**src/rtl/swivm_console_tx.sv**
```systemverilog
// rtl/swivm_console_tx.sv - buffered 8N1 UART transmitter for CPU console output
//
// Purpose: accepts console bytes over a valid/ready handshake into a small
// FIFO and serialises them LSB first as 8N1 on o_tx. The producer only
// stalls when the FIFO is full.
//
// Ports:
//   i_clk    system clock, rising edge
//   i_rst_n  asynchronous active-low reset
//   i_valid  producer presents a byte this cycle
//   i_data   byte to transmit
//   o_ready  FIFO not full; a byte is taken on i_valid && o_ready
//   o_tx     serial line, idles high
//   o_idle   FIFO empty and transmitter idle

module swivm_console_tx #(
  parameter int CLKS_PER_BIT = 16,
  parameter int FIFO_AW      = 2
) (
  input  logic       i_clk,
  input  logic       i_rst_n,
  input  logic       i_valid,
  input  logic [7:0] i_data,
  output logic       o_ready,
  output logic       o_tx,
  output logic       o_idle
);

  localparam int DEPTH = 1 << FIFO_AW;
  localparam int BW    = (CLKS_PER_BIT > 1) ? $clog2(CLKS_PER_BIT) : 1;
  localparam logic [BW-1:0] BAUD_LAST = BW'(CLKS_PER_BIT - 1);

  typedef enum logic [1:0] {S_IDLE, S_START, S_DATA, S_STOP} state_t;

  state_t           state, state_next;
  logic [7:0]       mem [DEPTH];
  logic [FIFO_AW:0] wr_ptr, rd_ptr;
  logic [7:0]       shift, shift_next;
  logic [2:0]       bit_idx, bit_idx_next;
  logic [BW-1:0]    baud, baud_next;
  logic             tx_q, tx_next;
  logic             empty, full, push, pop, baud_end;
  logic [7:0]       head;

  // Pointers carry one extra wrap bit so full and empty are distinguishable.
  assign empty    = (wr_ptr == rd_ptr);
  assign full     = (wr_ptr[FIFO_AW] != rd_ptr[FIFO_AW]) &&
                    (wr_ptr[FIFO_AW-1:0] == rd_ptr[FIFO_AW-1:0]);
  // Ready depends on stored state only, so a full FIFO refuses a push even
  // when a pop happens on the same edge.
  assign push     = i_valid && !full;
  assign head     = mem[rd_ptr[FIFO_AW-1:0]];
  assign baud_end = (baud == BAUD_LAST);

  assign o_ready = !full;
  assign o_idle  = empty && (state == S_IDLE);
  assign o_tx    = tx_q;

  // Storage is not reset; the pointers alone define what is valid.
  always_ff @(posedge i_clk) begin
    if (push) mem[wr_ptr[FIFO_AW-1:0]] <= i_data;
  end

  always_ff @(posedge i_clk or negedge i_rst_n) begin
    if (!i_rst_n) begin
      state   <= S_IDLE;
      wr_ptr  <= '0;
      rd_ptr  <= '0;
      shift   <= '0;
      bit_idx <= '0;
      baud    <= '0;
      tx_q    <= 1'b1;
    end else begin
      state   <= state_next;
      shift   <= shift_next;
      bit_idx <= bit_idx_next;
      baud    <= baud_next;
      tx_q    <= tx_next;
      if (push) wr_ptr <= wr_ptr + 1'b1;
      if (pop)  rd_ptr <= rd_ptr + 1'b1;
    end
  end

  always_comb begin
    state_next   = state;
    shift_next   = shift;
    bit_idx_next = bit_idx;
    baud_next    = baud;
    pop          = 1'b0;
    tx_next      = 1'b1;

    case (state)
      S_IDLE: begin
        if (!empty) begin
          pop        = 1'b1;
          shift_next = head;
          baud_next  = '0;
          state_next = S_START;
        end
      end
      S_START: begin
        if (baud_end) begin
          baud_next    = '0;
          bit_idx_next = '0;
          state_next   = S_DATA;
        end else begin
          baud_next = baud + 1'b1;
        end
      end
      S_DATA: begin
        if (baud_end) begin
          baud_next    = '0;
          shift_next   = {1'b0, shift[7:1]};
          bit_idx_next = bit_idx + 3'd1;
          if (bit_idx == 3'd7) state_next = S_STOP;
        end else begin
          baud_next = baud + 1'b1;
        end
      end
      S_STOP: begin
        if (baud_end) begin
          baud_next = '0;
          // Chain straight into the next start bit so frames are contiguous.
          if (!empty) begin
            pop        = 1'b1;
            shift_next = head;
            state_next = S_START;
          end else begin
            state_next = S_IDLE;
          end
        end else begin
          baud_next = baud + 1'b1;
        end
      end
      default: state_next = S_IDLE;
    endcase

    // The pin level is decided one cycle ahead and registered, keeping the
    // FIFO read path away from o_tx.
    case (state_next)
      S_START: tx_next = 1'b0;
      S_DATA:  tx_next = shift_next[0];
      default: tx_next = 1'b1;
    endcase
  end

endmodule

```
**config.mk**
```make
export PLATFORM = sky130hd
export DESIGN_NAME = swivm_console_tx
export DESIGN_NICKNAME = d
export VERILOG_FILES = /design/src/rtl/swivm_console_tx.sv
export SDC_FILE = /design/constraint.sdc
export NUM_CORES = 1
export LEC_CHECK = 0
export BUFFER_PORTS_ARGS = -buffer_cell sky130_fd_sc_hd__clkbuf_2
export CORE_UTILIZATION = 60
export DETAILED_ROUTE_END_ITERATION = 7
export GPL_ROUTABILITY_DRIVEN = 0
export PLACE_DENSITY = 0.78
export SYNTH_ARGS = -nofsm -noshare
export SYNTH_HDL_FRONTEND = slang
export SYNTH_SLANG_ARGS = --single-unit
```
**constraint.sdc**
```tcl
create_clock -name i_clk -period 2.2 [get_ports i_clk]
set_input_delay 0.33 -clock i_clk [delete_from_list [all_inputs] [get_ports i_clk]]
set_output_delay 0.33 -clock i_clk [all_outputs]
set_load 0.02 [all_outputs]
```
==> results of run 1 <==
[kinds of logic after synthesis]
group	count (synthesis)	synth area share (%)
flops	56	58.2
compound gates	41	10.4
simple gates	41	8.62
mux	16	10.9
buf+inv	13	2.70
fa+ha+maj	12	5.59
xor+xnor	8	3.59
[power breakdown]
part	switching [W]	internal, W	leakage, nW
registers	0.0000743	0.00127	0.590
logic	0.000289	0.000191	0.587
clock network	0.000326	0.000220	0.0378
[area by class of cell]
class	count	area, µm²
multi-input cells	118	1050
repair buffers	18	103
well taps	50	62.6
clock inverters	3	18.8
fillers	279	1250
clock buffers	5	68.8
flip-flops and latches	56	1560
inverters	6	22.5
[how the worst min path moves through the flow]
| stage | endpoint | startpoint | slack, ns |
|---|---|---|---|
| 2_1_floorplan | baud[0] | i_rst_n | 0.03 |
| 3_3_place_gp | baud[2] | i_rst_n | 0.35 |
| 3_5_place_dp | baud[2] | i_rst_n | 0.37 |
| 4_1_cts | baud[2] | i_rst_n | 0.02 |
| 5_1_grt | baud[2] | i_rst_n | 0.05 |
| 6_report | baud[2] | i_rst_n | 0.01 |
[registers in the layout (all words and copies together) (netlist names)]
name	cells
baud	4
bit_idx	3
mem	32
o_tx	1
rd_ptr	3
shift	8
state	2
wr_ptr	3
[through the flow]
stage / hold slack [ns] / worst slack (ns) / total power [W]
2_1_floorplan: 0.0344 / 0.383 / 0.00171
3_3_place_gp: 0.352 / 0.342 / 0.00180
3_5_place_dp: 0.369 / 0.292 / 0.00184
4_1_cts: 0.0225 / 0.0828 / 0.00238
5_1_grt: 0.0508 / 0.00435 / 0.00248
6_report: 0.00958 / 0.0879 / 0.00237
[metal layers]
metal / GRT usage [%] / vias to the layer above
li1: - / 753
met1: 27.1 / 846
met2: 42.4 / 58
met3: 5.10 / 13
met4: 9.44 / 0
met5: 0 / -
[cells in the final DEF, fill, tap and decap left out, types with 2 or more instances in the layout]
| cell | instances |
|---|---|
| sky130_fd_sc_hd__edfxtp_1 | 32 |
| sky130_fd_sc_hd__dfrtp_1 | 23 |
| sky130_fd_sc_hd__clkbuf_2 | 13 |
| sky130_fd_sc_hd__ha_1 | 12 |
| sky130_fd_sc_hd__nand2_1 | 11 |
| sky130_fd_sc_hd__mux4_1 | 8 |
| sky130_fd_sc_hd__o21ai_0 | 7 |
| sky130_fd_sc_hd__inv_1 | 6 |
| sky130_fd_sc_hd__nor2_1 | 6 |
| sky130_fd_sc_hd__mux2i_1 | 6 |
| sky130_fd_sc_hd__a2bb2oi_1 | 6 |
| sky130_fd_sc_hd__o21ai_1 | 6 |
| sky130_fd_sc_hd__a21oi_1 | 5 |
| sky130_fd_sc_hd__and3_1 | 5 |
| sky130_fd_sc_hd__clkbuf_8 | 5 |
| sky130_fd_sc_hd__buf_4 | 5 |
| sky130_fd_sc_hd__and2_1 | 4 |
| sky130_fd_sc_hd__a22o_1 | 4 |
| sky130_fd_sc_hd__xor2_1 | 3 |
| sky130_fd_sc_hd__nand3_1 | 3 |
| sky130_fd_sc_hd__nand4b_1 | 3 |
| sky130_fd_sc_hd__xnor2_1 | 3 |
| sky130_fd_sc_hd__nor4_1 | 2 |
| sky130_fd_sc_hd__a31oi_1 | 2 |
| sky130_fd_sc_hd__o31ai_1 | 2 |
| sky130_fd_sc_hd__or3_1 | 2 |
| sky130_fd_sc_hd__a21oi_2 | 2 |
| sky130_fd_sc_hd__mux2_2 | 2 |
| sky130_fd_sc_hd__clkinvlp_4 | 2 |
==> results.rst, run 1 <==
.. list-table::
   :header-rows: 1

   * - Metric
     - Value
   * - CP max-delay cell
     - sky130_fd_sc_hd__dfrtp_1
   * - List of cells traversed by the critical path
     - xor2_4 -> nor3_4 -> and2_1 -> clkbuf_2
   * - Critical R2R Launch
     - baud[0]
   * - Remaining Overflow, GRT
     - 0
   * - Final design area excluding fillers
     - around 2900 µm²
   * - Largest fanout of any net on the critical path
     - 8
   * - Setup TNS after final layout
     - 0 ns
   * - Req. time, crit path
     - approximately 1.9 ns
   * - Post-placement cell area
     - 2800 µm²
   * - Met3 wire len
     - roughly 180 µm
   * - H-tree depth
     - 2
   * - Half-perimeter wire length after placement
     - 3.40 mm
   * - Result of the run
     - finished clean
   * - Met1 wire length
     - ~2 mm
   * - Final standard cell utilization of the core
     - between 60% and 70%
   * - Path depth of the worst reg2reg path
     - 5
   * - Total routing usage reported by global routing
     - about a quarter
   * - Flip-flop and latch count after synthesis
     - 56
   * - Layout cells sized above 1
     - approximately 17%
   * - Top cells by count, synth
     - 32 x sky130_fd_sc_hd__edfxtp_1, 23 x sky130_fd_sc_hd__dfrtp_1, 12 x sky130_fd_sc_hd__ha_1
   * - Number of distinct library cells after synthesis
     - 43
   * - Drt drc
     - 0
   * - Fin crit period
     - 2.11 ns
   * - Die area
     - 4750 µm²
   * - Power Density
     - between 800 and 900 nW/µm²
   * - Routed Antenna Nets
     - 0
   * - FF-to-FF End
     - rd_ptr[1]
   * - Highest routed layer
     - met4
   * - Slew at the pin with the worst max-slew slack
     - between 0.6 and 0.7 ns
   * - Drt via density
     - ~6.5
   * - Met2 routed wirelength
     - about 2.5 mm
   * - Ratio of final minimum period to clock period
     - between 90% and 100%
   * - Number of iterations in the first detailed-routing pass
     - 4
   * - Area added between synthesis and finish
     - 7.55%
   * - Count of endpoints failing hold in the final timing report
     - 0
   * - CTS clk-pin slew, worst paths
     - about 0.10 ns
   * - Critical setup path kind
     - reg2out
   * - Post-synth top area share
     - between 30 and 40%
   * - Worst setup path endpoint
     - o_idle
   * - Number of hold buffers added after CTS
     - 0
   * - Hold crit path type
     - in2async
   * - Final Max Slew Viols
     - 0
   * - Final Routed Wirelength
     - 4.76 mm
   * - Final std cells w/o fill
     - roughly 260
   * - Sequential share of the synthesized area
     - between 50% and 60%
   * - First-pass GRT wire length
     - 7.69 mm
   * - Async set-reset flop share out of synthesis
     - between 40% and 50%
   * - Number of max-capacitance violations reported
     - 0
   * - Headroom to the max-slew limit
     - 59.5%
   * - Slack of the worst reg-to-reg path
     - roughly 0.26 ns
   * - EDFF count, synth
     - 32
   * - N_diodes
     - 0
   * - Largest cells by area after synthesis
     - sky130_fd_sc_hd__edfxtp_1 36%, sky130_fd_sc_hd__dfrtp_1 21%, sky130_fd_sc_hd__mux4_1 7.8%
   * - Leakage dissipation
     - about 1.2 nW
   * - CP bufs+invs
     - 1
   * - Most frequently used cell type in the post-synthesis netlist
     - sky130_fd_sc_hd__edfxtp_1
   * - FP Rows
     - 23
   * - Die Width
     - 68.9 µm
   * - Total stage count of the critical path
     - 4
   * - TritonCTS clock tree
     - yes
   * - Die height
     - just under 70 µm
   * - Total number of yosys warnings
     - 0
   * - Average cell area after synthesis
     - between 10 and 15 µm²
   * - Clk buf depth
     - 2
   * - WL per Instance
     - 18.6 µm
   * - Largest net degree at the start of global routing
     - 25
   * - Initial antenna violation count
     - 0
   * - Category of the worst setup path capture point
     - output port
   * - Number of placed instances, taps included
     - between 200 and 250
   * - Synthesized cell area
     - approximately 2700 µm²
   * - Clk_lat worst skew
     - 0.31 ns
   * - Boundary Pins
     - 14
   * - Initial cell density of the core
     - between 60% and 70%
   * - Data arrival time of the worst path
     - 1.78 ns
   * - Post-CTS sizing
     - 0
   * - Delay of the slowest critical-path stage
     - ~0.49 ns
   * - Biggest area consumer among synthesized cells
     - sky130_fd_sc_hd__edfxtp_1
   * - Number of nets at the end of the flow
     - 228
   * - Timing-limited maximum frequency
     - 473 MHz
   * - Final setup violation count
     - 0
   * - RSZ-0062 raised after global routing
     - no
   * - Number of buffers inserted by port buffering
     - 13
   * - First-iteration detailed-routing DRC count
     - ~100
   * - Setup repair bufs after CTS
     - 0
   * - Root Buffer
     - sky130_fd_sc_hd__clkbuf_8
   * - Worst Clk Skew
     - 0.00977 ns
   * - Startpoint types
     - flip-flop
   * - Critical path's top delay family
     - simple AND/OR/NAND/NOR gates
   * - Number of global-route vias before repair
     - 1627
   * - Core footprint
     - approximately 4100 µm²
   * - TritonCTS Sinks
     - 56
   * - Routed vias
     - ~1700
   * - Most used DFF post-synth
     - sky130_fd_sc_hd__edfxtp_1
   * - Peak supply drop
     - 0.608 mV
   * - Count of mapped cells out of synthesis
     - approximately 190
   * - Worst Setup SP
     - wr_ptr[1]
   * - Number of buffers created by CTS
     - 5
   * - Synthesized Nets
     - 210
(Power assumes the default switching activity.)
==> run 2, diff against run 1 <==
Settings changed: PLACE_DENSITY 0.78 to 0.76.
==> run 2 against run 1 <==
  * Final cell count unchanged
  * First-iteration DRC count grew 25%
  * Critical path type unchanged
  * Maximum frequency increased by 0.39%
  * Utilization up 0.060 points
  * Non-clock buffer count did not move
  * Highest routed layer unchanged
  * Worst setup slack better by 0.0082 ns
  * Critical path depth stayed put
==> results.rst, run 2 (same netlist as run 1, synthesis figures left out) <==
.. list-table::
   :header-rows: 1

   * - Metric
     - Value
   * - Clk buf depth
     - 2 (unchanged)
   * - H-tree depth
     - 2 (unchanged)
   * - CTS clk-pin slew, worst paths
     - 0.11 ns (about the same)
   * - Leading cell type in the layout, fill and taps excluded
     - sky130_fd_sc_hd__edfxtp_1
   * - Final setup violation count
     - 0 (unchanged)
   * - Fill count
     - 287 (+2.9%)
   * - Final standard cell utilization of the core
     - 69.8% (about the same)
   * - Hold slack
     - 0.0132 ns (+0.00363 ns)
   * - Critical setup path kind
     - reg2out
   * - Worst Clk Skew
     - 0.00989 ns (+0.000127 ns)
   * - Core footprint
     - 4140 µm² (unchanged)
   * - Initial antenna violation count
     - 0 (unchanged)
   * - Power Density
     - 824 nW/µm² (+0.45%)
   * - Remaining Overflow, GRT
     - 0 (unchanged)
   * - Setup TNS after final layout
     - 0 ns (unchanged)
   * - Number of global-route vias before repair
     - 1537 (-5.5%)
   * - First-pass GRT wire length
     - 7.20 mm (-6.5%)
   * - TritonCTS Sinks
     - 56 (unchanged)
   * - Number of iterations in the first detailed-routing pass
     - 4 (unchanged)
   * - Top library cells by usage in the layout, fill and taps aside
     - 32 x sky130_fd_sc_hd__edfxtp_1, 23 x sky130_fd_sc_hd__dfrtp_1, 13 x sky130_fd_sc_hd__clkbuf_2, 12 x sky130_fd_sc_hd__ha_1, 11 x sky130_fd_sc_hd__nand2_1
   * - Category of the worst setup path capture point
     - output port
   * - Peak supply drop
     - 0.617 mV (+1.5%)
   * - Largest fanout of any net on the critical path
     - 8 (unchanged)
   * - Root Buffer
     - sky130_fd_sc_hd__clkbuf_8
   * - Total routing usage reported by global routing
     - 21.9% (-1.7 points)
   * - Data arrival time of the worst path
     - 1.77 ns (about the same)
   * - Number of nets at the end of the flow
     - 228 (unchanged)
   * - Sequential fraction of design power
     - 56.4% (-0.3 points)
   * - Clk_lat worst skew
     - 0.31 ns (about the same)
   * - Final Routed Wirelength
     - 4.64 mm (-2.5%)
   * - Number of max-capacitance violations reported
     - 0 (unchanged)
   * - Drt drc
     - 0 (unchanged)
   * - Fraction of power consumed by combinational cells
     - 19.9% (-0.4 points)
   * - FP Rows
     - 23 (unchanged)
   * - Leakage dissipation
     - 1.22 nW (+0.57%)
   * - First-iteration detailed-routing DRC count
     - 130 (+25%)
   * - Routed Antenna Nets
     - 0 (unchanged)
   * - Die Width
     - 68.9 µm (unchanged)
   * - Initial cell density of the core
     - 64.8% (unchanged)
   * - Startpoint types
     - flip-flop
   * - Largest net degree at the start of global routing
     - 25 (unchanged)
   * - Routed vias
     - 1599 (-4.3%)
   * - Timing-limited maximum frequency
     - 475 MHz (+0.39%)
   * - Headroom to the max-slew limit
     - 59.5% (-0.060 points)
   * - Net switching component of the power
     - 0.000696 W (+0.87%)
   * - Internal power contribution
     - 0.00169 W (+0.40%)
   * - Hold crit path type
     - in2async
   * - Number of hold buffers added after CTS
     - 0 (unchanged)
   * - Area added between synthesis and finish
     - 7.64% (about the same)
   * - Post-CTS sizing
     - 0 (unchanged)
   * - Die area
     - 4750 µm² (unchanged)
   * - Ratio of final minimum period to clock period
     - 95.6% (-0.37 points)
   * - Slew at the pin with the worst max-slew slack
     - 0.608 ns (+0.000907 ns)
   * - Die height
     - 68.9 µm (unchanged)
   * - Switching power share of the total
     - 29.2% (+0.098 points)
   * - Req. time, crit path
     - 1.87 ns (about the same)
   * - Number of buffers inserted by port buffering
     - 13 (unchanged)
   * - Drt via density
     - 6.25 (-4.3%)
   * - Fin crit period
     - 2.10 ns (-0.00817 ns)
   * - WL per Instance
     - 18.1 µm (-2.5%)
   * - TritonCTS clock tree
     - yes
   * - Boundary Pins
     - 14 (unchanged)
   * - Clk pwr share
     - 23.7% (+0.6 points)
   * - RSZ-0062 raised after global routing
     - no
   * - Half-perimeter wire length after placement
     - 3.36 mm (-1.3%)
   * - Layout cells sized above 1
     - 17.5% (+0.49 points)
   * - Final Max Slew Viols
     - 0 (unchanged)
   * - Number of buffers created by CTS
     - 5 (unchanged)
   * - Setup repair bufs after CTS
     - 0 (unchanged)
   * - Largest register FFs
     - 32 (unchanged)
   * - Count of endpoints failing hold in the final timing report
     - 0 (unchanged)
   * - N_diodes
     - 0 (unchanged)
   * - Result of the run
     - finished clean
==> run 2: cell count changes in the layout (fill, tap and decap cells not counted) <==
cell                         change
sky130_fd_sc_hd__clkinv_1        -1
sky130_fd_sc_hd__clkinv_2        +1
sky130_fd_sc_hd__clkinvlp_4      -1
sky130_fd_sc_hd__inv_6           +1
==> run 2: final cells by class <==
| class | count | area [µm²] | area share, % |
|---|---|---|---|
| sequential | 56 | 1560 | 54.0 |
| clock buffer | 5 | 68.8 | 2.38 |
| inverter | 6 | 22.5 | 0.779 |
| multi-input combinational | 118 | 1050 | 36.3 |
| timing repair buffer | 18 | 103 | 3.55 |
| clock inverter | 3 | 21.3 | 0.736 |
| tap | 50 | 62.6 | 2.16 |
==> run 2: power by group through the flow <==
stage               clock [W]  sequential (W)  combinational (W)
floorplan                   0         0.00134           0.000369
global placement            0         0.00135           0.000452
detailed placement          0         0.00136           0.000477
CTS                  0.000568         0.00134           0.000479
global route         0.000598         0.00136           0.000521
finish               0.000565         0.00134           0.000474
==> run 2: metal layers <==
layer	part of all wire, %	vias up	track usage (%)
li1	-	754	-
met1	44	779	25.9
met2	50	57	39.4
met3	4.3	9	4.77
met4	1.4	0	6.89
met5	0	-	0
==> run 2: path summary, 6_finish.rpt <==
check                            from    endpoint  slack, ns  cells after the start
setup / recovery            wr_ptr[0]      o_idle        0.1                      4
hold / removal                i_rst_n    shift[6]       0.01                      1
setup reg to reg              baud[0]        o_tx       0.26                      6
hold reg to reg            bit_idx[1]  bit_idx[1]       0.53                      1
max in group asynchronous     i_rst_n    shift[5]       1.79                      1
min in group i_clk          i_data[0]   mem[3][0]       0.24                      1
==> run 2: metrics by stage <==
stage	cells	instance area (µm²)	power (W)	setup slack [ns]
floorplan	187	2690	0.00171	0.383
global placement	248	2800	0.00181	0.341
detailed placement	248	2800	0.00184	0.289
CTS	256	2890	0.00239	0.0928
global route	256	2890	0.00248	0.00362
finish	256	2890	0.00238	0.0960
==> run 2: worst max-delay path: stages, from the launching register on <==
cell	delay, ns
sky130_fd_sc_hd__dfrtp_1	0.47
sky130_fd_sc_hd__xor2_2	0.25
sky130_fd_sc_hd__nor3_4	0.36
sky130_fd_sc_hd__and2_1	0.21
sky130_fd_sc_hd__clkbuf_2	0.18
==> run 3, diff against run 2 <==
Settings changed: CELL_PAD_IN_SITES_DETAIL_PLACEMENT set to 0, CELL_PAD_IN_SITES_GLOBAL_PLACEMENT set to 1, CORE_UTILIZATION 60 to 51, PLACE_DENSITY 0.76 to 0.77.
==> run 3 against run 2 <==
  * Register-to-register slack about the same
  * Highest routed layer unchanged
  * Clock power up 24%
  * Non-clock buffer count is 2 higher
  * Largest cell class unchanged
  * Power increased by 6.4%
  * Largest power group unchanged
  * Critical path depth increased by 1
  * Wire length fell by 2.1%
==> results.rst, run 3 (same netlist as run 1, synthesis figures left out) <==
.. list-table::
   :header-rows: 1

   * - Metric
     - Value
   * - Result of the run
     - finished clean
   * - Peak supply drop
     - 0.590 mV (-4.3%)
   * - Data arrival time of the worst path
     - 1.71 ns (-0.06 ns)
   * - Layout cells sized above 1
     - 18.3% (+0.79 points)
   * - Power Density
     - 856 nW/µm² (+3.9%)
   * - Routed Antenna Nets
     - 0 (unchanged)
   * - TritonCTS Sinks
     - 56 (unchanged)
   * - Initial antenna violation count
     - 0 (unchanged)
   * - TritonCTS clock tree
     - yes
   * - Req. time, crit path
     - 1.87 ns (about the same)
   * - Post-placement cell area
     - 2830 µm² (+0.89%)
   * - Number of max-capacitance violations reported
     - 0 (unchanged)
   * - Root Buffer
     - sky130_fd_sc_hd__clkbuf_8
   * - Final design area excluding fillers
     - 2960 µm² (+2.4%)
   * - Clk_lat worst skew
     - 0.32 ns (about the same)
   * - First-iteration detailed-routing DRC count
     - 99 (-24%)
   * - Total power of the final layout
     - 0.00253 W (+6.4%)
   * - Largest net degree at the start of global routing
     - 25 (unchanged)
   * - Leakage dissipation
     - 1.25 nW (+2.2%)
   * - N_diodes
     - 0 (unchanged)
   * - Setup TNS after final layout
     - 0 ns (unchanged)
   * - Hold crit path type
     - in2async
   * - Count of endpoints failing hold in the final timing report
     - 0 (unchanged)
   * - Drt via density
     - 5.74 (-8.1%)
   * - List of cells traversed by the critical path
     - inv_1 -> ha_1 -> buf_4 -> and2_1 -> clkbuf_2
   * - Die Width
     - 74.6 µm (+8.2%)
   * - FP Rows
     - 26 (+13%)
   * - Largest register FFs
     - 32 (unchanged)
   * - Headroom to the max-slew limit
     - 59.6% (+0.085 points)
   * - Final setup violation count
     - 0 (unchanged)
   * - Number of placed instances, taps included
     - 268 (+8.1%)
   * - Routed vias
     - 1595 (-0.25%)
   * - Top library cells by usage in the layout, fill and taps aside
     - 32 x sky130_fd_sc_hd__edfxtp_1, 23 x sky130_fd_sc_hd__dfrtp_1, 13 x sky130_fd_sc_hd__clkbuf_2, 12 x sky130_fd_sc_hd__ha_1, 11 x sky130_fd_sc_hd__nand2_1
   * - Setup repair bufs after CTS
     - 0 (unchanged)
   * - Total routing usage reported by global routing
     - 18.2% (-3.7 points)
   * - Number of hold buffers added after CTS
     - 0 (unchanged)
   * - Path depth of the worst reg2reg path
     - 5 (-1)
   * - Remaining Overflow, GRT
     - 0 (unchanged)
   * - Boundary Pins
     - 14 (unchanged)
   * - CP max-delay cell
     - sky130_fd_sc_hd__dfrtp_1
   * - Number of global-route vias before repair
     - 1554 (+1.1%)
   * - Number of buffers inserted by port buffering
     - 13 (unchanged)
   * - Critical setup path kind
     - reg2out
   * - First-pass GRT wire length
     - 7.40 mm (+2.9%)
   * - Final std cells w/o fill
     - 278 (+8.6%)
   * - Timing-limited maximum frequency
     - 490 MHz (+3.1%)
   * - CTS clk-pin slew, worst paths
     - 0.10 ns (about the same)
   * - Slew at the pin with the worst max-slew slack
     - 0.606 ns (-0.00127 ns)
   * - Die area
     - 5560 µm² (+17%)
   * - Die height
     - 74.6 µm (+8.2%)
   * - Fin crit period
     - 2.04 ns (-0.0625 ns)
   * - Core footprint
     - 5070 µm² (+22%)
   * - Final Routed Wirelength
     - 4.55 mm (-2.1%)
   * - Drt drc
     - 0 (unchanged)
   * - Startpoint types
     - flip-flop
   * - Worst Clk Skew
     - 0.0131 ns (+0.00318 ns)
   * - Largest fanout of any net on the critical path
     - 14 (+6)
   * - Half-perimeter wire length after placement
     - 3.26 mm (-2.8%)
   * - Category of the worst setup path capture point
     - output port
   * - Leading cell type in the layout, fill and taps excluded
     - sky130_fd_sc_hd__edfxtp_1
   * - H-tree depth
     - 2 (unchanged)
   * - Post-CTS sizing
     - 0 (unchanged)
   * - Area added between synthesis and finish
     - 10.2%
   * - Fill count
     - 407 (+42%)
   * - WL per Instance
     - 16.4 µm (-9.8%)
   * - Initial cell density of the core
     - 52.9% (-12 points)
   * - Final Max Slew Viols
     - 0 (unchanged)
   * - Number of iterations in the first detailed-routing pass
     - 6 (+2)
   * - Number of nets at the end of the flow
     - 230 (+0.88%)
   * - Number of buffers created by CTS
     - 5 (unchanged)
   * - RSZ-0062 raised after global routing
     - no
   * - Delay of the slowest critical-path stage
     - 0.47 ns (about the same)
   * - Ratio of final minimum period to clock period
     - 92.8% (-2.8 points)
   * - Clk buf depth
     - 2 (unchanged)
run 3: cell types whose count changed in the layout (fill, tap and decap cells not counted):
cell	previous run	this run
sky130_fd_sc_hd__buf_4	5	7
sky130_fd_sc_hd__bufinv_16	0	1
sky130_fd_sc_hd__clkinv_2	1	0
sky130_fd_sc_hd__clkinvlp_4	1	0
sky130_fd_sc_hd__inv_8	0	1
run 3: critical path: cells and delay by family, from the launching register on:
kind / cells / cell delay [ns]
buffers and inverters: 3 / 0.53
and+or+nand+nor: 1 / 0.18
DFF: 1 / 0.47
adders and majority gates: 1 / 0.23
run 3: final cells by class:
cell class	count	area, µm²	area share (%)
repair buffers	20	118	3.97
clock inverters	3	50.0	1.69
clock buffers	5	68.8	2.32
multi-input cells	118	1050	35.5
well taps	70	87.6	2.96
flip-flops and latches	56	1560	52.8
inverters	6	22.5	0.761
run 3: where the power goes:
group | leakage, nW | switching (W) | internal [W]
clock | 0.0607 | 0.000350 | 0.000351
sequential | 0.590 | 0.0000699 | 0.00127
combinational | 0.598 | 0.000287 | 0.000208
run 3: path summary, 6_finish.rpt:
kind	to	from	slack [ns]
worst max register to register	rd_ptr[1]	baud[0]	0.27
max in group asynchronous	wr_ptr[0]	i_rst_n	1.80
worst max-delay path	o_idle	state[1]	0.16
worst min-delay path	state[0]	i_rst_n	0.004
min in group i_clk	mem[3][5]	i_data[5]	0.23
worst min register to register	bit_idx[1]	bit_idx[1]	0.53
run 3: metal layers:
layer  up-vias  GRT usage (%)  wire (µm)
met2        27           30.9       2280
met3        10           4.07        130
li1        759              -          -
met1       799           22.7       2060
met5         -              0          0
met4         0           7.13         85
run 3: metrics by stage:
stage	util, %	setup WS, ns	hold WS (ns)
2_1_floorplan	-	0.383	0.0344
6_report	58.3	0.159	0.00371
3_5_place_dp	55.7	0.270	0.369
3_3_place_gp	55.7	0.304	0.359
4_1_cts	58.0	0.0807	0.0232
5_1_grt	58.3	0.0155	0.0381
